$ cat src/rtl/comparator_seq_pkg.sv
`default_nettype none
// +----------------------------------------------------------------------+
// | comparator_seq_pkg                                                   |
// | Shared types and defaults for the comparator operand sequencer.      |
// | Rev 1.0 - initial release                                            |
// +----------------------------------------------------------------------+
package comparator_seq_pkg;

    localparam int c_default_timeout = 64;

    typedef enum logic [1:0] {
        IDLE   = 2'd0,
        BUSY   = 2'd1,
        RESULT = 2'd2,
        GAP    = 2'd3
    } seq_state_t;

    // Operands are held beside this struct because their width is per-instance.
    typedef struct packed {
        logic agb;
        logic aeb;
        logic alb;
        logic err;
        logic timeout;
    } cmp_result_t;

endpackage
`default_nettype wire

$ cat src/rtl/comparator_operand_sequencer_fifo.sv
`default_nettype none
// +----------------------------------------------------------------------+
// | operand_fifo                                                         |
// | Power-of-two operand-pair buffer with show-ahead head output.        |
// | Rev 1.0 - initial release                                            |
// +----------------------------------------------------------------------+
module operand_fifo #(
    parameter int WIDTH = 4,
    parameter int DEPTH = 4
) (
    input  logic             clk,
    input  logic             rst,
    input  logic             push,
    input  logic [WIDTH-1:0] push_data,
    input  logic             pop,
    output logic             full,
    output logic             empty,
    output logic [WIDTH-1:0] head
);

    localparam int c_aw = $clog2(DEPTH);

    logic [WIDTH-1:0] r_mem [DEPTH];
    logic [c_aw-1:0]  r_wr_ptr;
    logic [c_aw-1:0]  r_rd_ptr;
    logic [c_aw:0]    r_count;
    logic             w_push_ok;
    logic             w_pop_ok;

    assign full      = (r_count == (c_aw + 1)'(DEPTH));
    assign empty     = (r_count == '0);
    assign w_push_ok = push && !full;
    assign w_pop_ok  = pop && !empty;
    assign head      = r_mem[r_rd_ptr];

    always_ff @(posedge clk or negedge rst) begin
        if (!rst) begin
            r_wr_ptr <= '0;
            r_rd_ptr <= '0;
            r_count  <= '0;
        end else begin
            if (w_push_ok) r_wr_ptr <= r_wr_ptr + 1'b1;
            if (w_pop_ok)  r_rd_ptr <= r_rd_ptr + 1'b1;
            case ({w_push_ok, w_pop_ok})
                2'b10:   r_count <= r_count + 1'b1;
                2'b01:   r_count <= r_count - 1'b1;
                default: r_count <= r_count;
            endcase
        end
    end

    always_ff @(posedge clk) begin
        if (w_push_ok) r_mem[r_wr_ptr] <= push_data;
    end

endmodule
`default_nettype wire

$ cat src/rtl/comparator_operand_sequencer.sv
`default_nettype none
// +----------------------------------------------------------------------+
// | comparator_operand_sequencer                                         |
// | Buffers operand pairs and drives one comparison at a time; optional  |
// | BUSY watchdog compiled in with SEQ_TIMEOUT_EN.                       |
// | Rev 1.0 - initial release                                            |
// +----------------------------------------------------------------------+
module comparator_operand_sequencer
    import comparator_seq_pkg::*;
#(
    parameter int DATA_WIDTH     = 2,
    parameter int FIFO_DEPTH     = 4,
    parameter int TIMEOUT_CYCLES = c_default_timeout
) (
    input  logic                  clk,
    input  logic                  rst,
    input  logic                  in_valid,
    output logic                  in_ready,
    input  logic [DATA_WIDTH-1:0] in_a,
    input  logic [DATA_WIDTH-1:0] in_b,
    output logic                  cmp_start,
    output logic [DATA_WIDTH-1:0] cmp_a,
    output logic [DATA_WIDTH-1:0] cmp_b,
    input  logic                  cmp_agb,
    input  logic                  cmp_aeb,
    input  logic                  cmp_alb,
    input  logic                  cmp_done,
    output logic                  out_valid,
    input  logic                  out_ready,
    output logic [DATA_WIDTH-1:0] out_a,
    output logic [DATA_WIDTH-1:0] out_b,
    output logic                  out_agb,
    output logic                  out_aeb,
    output logic                  out_alb,
    output logic                  out_err,
    output logic                  out_timeout
);

    if (TIMEOUT_CYCLES < 2) begin : g_bad_timeout
        $error("TIMEOUT_CYCLES must be at least 2");
    end

    seq_state_t                  r_state;
    seq_state_t                  w_next;
    logic                        w_fifo_full;
    logic                        w_fifo_empty;
    logic [2*DATA_WIDTH-1:0]     w_head;
    logic                        w_pop;
    logic                        w_capture;
    logic                        w_timeout_hit;
    logic                        w_done_rise;
    logic                        r_done_q;
    logic [1:0]                  w_flag_sum;
    logic [DATA_WIDTH-1:0]       r_cmp_a;
    logic [DATA_WIDTH-1:0]       r_cmp_b;
    logic [DATA_WIDTH-1:0]       r_out_a;
    logic [DATA_WIDTH-1:0]       r_out_b;
    cmp_result_t                 r_res;

    assign in_ready = !w_fifo_full;

    operand_fifo #(
        .WIDTH (2 * DATA_WIDTH),
        .DEPTH (FIFO_DEPTH)
    ) u_fifo (
        .clk       (clk),
        .rst       (rst),
        .push      (in_valid),
        .push_data ({in_a, in_b}),
        .pop       (w_pop),
        .full      (w_fifo_full),
        .empty     (w_fifo_empty),
        .head      (w_head)
    );

    assign w_done_rise = cmp_done && !r_done_q;
    assign w_flag_sum  = {1'b0, cmp_agb} + {1'b0, cmp_aeb} + {1'b0, cmp_alb};

`ifdef SEQ_TIMEOUT_EN
    localparam int                  c_wdog_w     = $clog2(TIMEOUT_CYCLES) + 1;
    localparam logic [c_wdog_w-1:0] c_wdog_limit = c_wdog_w'(TIMEOUT_CYCLES - 1);

    logic [c_wdog_w-1:0] r_wdog;

    always_ff @(posedge clk or negedge rst) begin
        if (!rst) begin
            r_wdog <= '0;
        end else if (w_pop) begin
            r_wdog <= '0;
        end else if (r_state == BUSY) begin
            r_wdog <= r_wdog + 1'b1;
        end
    end

    // A done edge arriving on the limit cycle takes priority over the abort.
    assign w_timeout_hit = (r_state == BUSY) && !w_done_rise && (r_wdog == c_wdog_limit);
`else
    assign w_timeout_hit = 1'b0;
`endif

    always_ff @(posedge clk or negedge rst) begin
        if (!rst) r_state <= IDLE;
        else      r_state <= w_next;
    end

    always_comb begin
        w_next    = r_state;
        w_pop     = 1'b0;
        w_capture = 1'b0;
        case (r_state)
            IDLE: begin
                if (!w_fifo_empty) begin
                    w_pop  = 1'b1;
                    w_next = BUSY;
                end
            end
            BUSY: begin
                if (w_done_rise) begin
                    w_capture = 1'b1;
                    w_next    = RESULT;
                end else if (w_timeout_hit) begin
                    w_next = RESULT;
                end
            end
            RESULT: if (out_ready) w_next = GAP;
            GAP:    if (!cmp_done) w_next = IDLE;
            default: w_next = IDLE;
        endcase
    end

    always_ff @(posedge clk or negedge rst) begin
        if (!rst) begin
            r_done_q <= 1'b0;
            r_cmp_a  <= '0;
            r_cmp_b  <= '0;
            r_out_a  <= '0;
            r_out_b  <= '0;
            r_res    <= '0;
        end else begin
            r_done_q <= cmp_done;
            if (w_pop) begin
                r_cmp_a <= w_head[2*DATA_WIDTH-1:DATA_WIDTH];
                r_cmp_b <= w_head[DATA_WIDTH-1:0];
            end
            if (w_capture) begin
                r_out_a       <= r_cmp_a;
                r_out_b       <= r_cmp_b;
                r_res.agb     <= cmp_agb;
                r_res.aeb     <= cmp_aeb;
                r_res.alb     <= cmp_alb;
                r_res.err     <= (w_flag_sum != 2'd1);
                r_res.timeout <= 1'b0;
            end else if (w_timeout_hit) begin
                r_out_a       <= r_cmp_a;
                r_out_b       <= r_cmp_b;
                r_res         <= '0;
                r_res.timeout <= 1'b1;
            end
        end
    end

    assign cmp_start   = (r_state == BUSY);
    assign cmp_a       = r_cmp_a;
    assign cmp_b       = r_cmp_b;
    assign out_valid   = (r_state == RESULT);
    assign out_a       = r_out_a;
    assign out_b       = r_out_b;
    assign out_agb     = r_res.agb;
    assign out_aeb     = r_res.aeb;
    assign out_alb     = r_res.alb;
    assign out_err     = r_res.err;
    assign out_timeout = r_res.timeout;

endmodule
`default_nettype wire

$ cat config.mk
export PLATFORM = sky130hd
export DESIGN_NAME = comparator_operand_sequencer
export DESIGN_NICKNAME = d
export VERILOG_FILES = /design/src/rtl/comparator_seq_pkg.sv /design/src/rtl/comparator_operand_sequencer_fifo.sv /design/src/rtl/comparator_operand_sequencer.sv
export SDC_FILE = /design/constraint.sdc
export NUM_CORES = 1
export LEC_CHECK = 0
export BUFFER_PORTS_ARGS = -buffer_cell sky130_fd_sc_hd__buf_4
export CAP_MARGIN = 10
export CORE_ASPECT_RATIO = 0.9
export CORE_MARGIN = 5
export CORE_UTILIZATION = 43
export DETAILED_ROUTE_END_ITERATION = 6
export PLACE_DENSITY_LB_ADDON = 0.05
export SKIP_CTS_REPAIR_TIMING = 1
export SLEW_MARGIN = 20
export SYNTH_ARGS = -nofsm -noshare
export SYNTH_HDL_FRONTEND = slang
export SYNTH_HIERARCHICAL = 1
export SYNTH_SLANG_ARGS = --single-unit
$ cat constraint.sdc
create_clock -name clk -period 5.42 [get_ports clk]
set_input_delay 1.084 -clock clk [delete_from_list [all_inputs] [get_ports clk]]
set_output_delay 1.084 -clock clk [all_outputs]
set_load 0.02 [all_outputs]
==> out/metrics.cfg <==
[status]
status=complete, no violations

[clock_tree]
root_buffer=clkbuf_8
cts_buffer_depth=2
clock_sinks=38
path_clk_slew_ps=70
numCtsBuffers=5
cts_tree=yes
ctsHtreeMaxLevel=2
clkLatencyLatePin_ps=280

[route]
drt_iter0_drc=31
firstDrtPassIters=4
wl_per_cell_um=14.1
routed-via-count=952
routed_wl_um=2700
drc=0
antenna_left=0
viasPerCell=4.96

[floorplan]
die_h_um=70.0
pin_count=28
start_util_pct=45.4
die_w_um=76.7
core_um2=3780
die_area_um2=5360
num_rows=21

[logic_synthesis]
ys.flop_type=dfrtp_1
synth_cells=117
ys_async_sr_fraction_pct=57.9
yosys_warnings=6
syn-cell-area_um2=1720
ys_ff_latch=38
synth.distinct_cells=31
ys_seq_area_share_pct=60.0
syn_area_per_cell_um2=14.7
synth_nets=141
synth_enable_flop_cells=16
synth.top_cells.by_area=dfrtp_1, edfxtp_1, ha_1
yosysTopAreaCell=dfrtp_1
synth_top_area_share_pct=32.0

[timing]
fmax_mhz=402
rsz0062_at_grt=no
drv_slew=0
setup_viol=0
layout_min_cycle_time_ps=2480
hold_violations=0
finalSetupTns_ps=0
fin_crit_sh_pct=45.8
finalClockSkew_ps=2.29

[pwr]
p_per_area_nw_per_um2=575
peakVddDrop_uv=250
power.leakage_uw=0.000911

[min_path]
hold_depth=2
whs_endpoint=out_aeb
min_from=out_aeb
hp-class=reg -> reg

[critical_path]
critical_path_arrival_ps=1400
required_ps=4340
critPathMaxFanout=6
rrSetupSlack_ps=2940
end_kind=primary output
worstSetupStartpointType=flop
r2r-end=u_fifo/r_count[2]
r2r-start=r_state[0]
startpoint=u_fifo/r_count[0]
path_class=reg -> out
rr_worst_depth=10

[global_route]
antenna_found_initial=0
grt.total_usage_pct=11.1
grt_util_met2_pct=17.5
use_met1_pct=12.9
grt_pass1_vias=1023
grt_pass1_wl_um=4690
grt_max_degree=23
overflow=0
grtUsageMet3_pct=6.04
grt.busiest_layer=met2

[place]
dp.cells=185
gp_congestion=0.762
portBuffers=26
dpl.hpwl_um=2110

[finish]
drive_above_1_share_pct=34.2
instances_no_fill=192
area_growth_syn_to_layout_pct=17.8
fillers=337
finalNetCount=170
diodes=0

[run]
drv_cap=0

-- cell type report --
type | instances | area, µm² | share of cell area, %
Timing Repair Buffer | 26 | 195 | 9.64
Clock buffer | 7 | 76.3 | 3.77
Multi-Input combinational cell | 61 | 613 | 30.3
Tap cell | 46 | 57.6 | 2.84
Sequential cell | 38 | 1030 | 50.9
Inverter | 14 | 52.6 | 2.59
-- cells in the mapped netlist, types with 2 or more instances --
library cell  count
and3_2            4
edfxtp_1         16
nor2_1            2
fa_1              2
xor2_1            3
o21ai_0           4
inv_1            14
nand2_1           5
buf_2             2
mux2_2            6
mux4_2            4
xnor2_1           3
mux2_1            3
nor2b_1           2
dfrtp_1          22
ha_1             10
-- where the power goes --
part	switching, µW	internal, µW
Combinational	242	254
Sequential	81.2	411
Clock	87.6	88.4
-- worst max-delay path by stage --
stage	end	slack (ps)	cells past startpoint
final	in_ready	2940	4
after global routing	u_fifo/r_count[2]	2710	10
after floorplan	u_fifo/r_count[2]	3120	8
after global placement	u_fifo/r_count[2]	2960	9
after detailed placement	u_fifo/r_count[2]	2910	10
after CTS	u_fifo/r_count[2]	2900	10
-- worst max-delay path, stage by stage (launching register included) --
cell	delay, ps
dfrtp_1	430
or3b_4	450
inv_1	60
inv_1	30
buf_4	140
-- through the flow --
step	cell area [µm²]	setup WS, ps	power, µW	hold WS, ps	util [%]
after floorplan	1720	3120	840	477	-
after global placement	1950	2960	988	466	51.5
after CTS	2030	2900	1180	495	53.5
final	2030	2940	1160	488	53.5
after global routing	2030	2710	1250	522	53.5
after detailed placement	1950	2910	1010	478	51.5
-- layer usage --
layer | vias up | share of wire, %
met5 | - | 0
met4 | 0 | 1.0
met3 | 4 | 7.9
met2 | 26 | 48
met1 | 468 | 43
li1 | 454 | -
-- registers in the layout, summed over array words and instances, names as in the netlist --
register         cells
out_alb              1
out_aeb              1
cmp_a                2
u_fifo/r_mem        16
out_b                2
u_fifo/r_wr_ptr      2
r_state              2
r_done_q             1
out_a                2
u_fifo/r_rd_ptr      2
u_fifo/r_count       3
out_err              1
cmp_b                2
out_agb              1
-- cell families (layout without fill, tap and decap cells) --
group / after synthesis / count (layout) / share of synthesized area (%)
flip-flops: 38 / 38 / 60.0
AND/OR/NAND/NOR: 18 / 18 / 6.26
buffers and inverters: 18 / 47 / 4.37
multiplexers: 15 / 15 / 12.6
adder cells (fa/ha/maj): 12 / 12 / 9.61
AO/OA/AOI/OAI: 9 / 9 / 3.93
XOR/XNOR: 6 / 6 / 3.06
other: 1 / 1 / 0.218
-- cell usage in the layout (no fill, tap or decap), types with 2 or more instances in the layout --
cell type  netlist  routed
buf_4            1      26
dfrtp_1         22      22
edfxtp_1        16      16
inv_1           14      14
ha_1            10      10
mux2_2           6       6
nand2_1          5       5
clkbuf_8         0       5
o21ai_0          4       4
mux4_2           4       4
and3_2           4       4
mux2_1           3       3
xnor2_1          3       3
xor2_1           3       3
nor2b_1          2       2
nor2_1           2       2
fa_1             2       2
clkbuf_1         0       2
(Power assumes the default switching activity.)
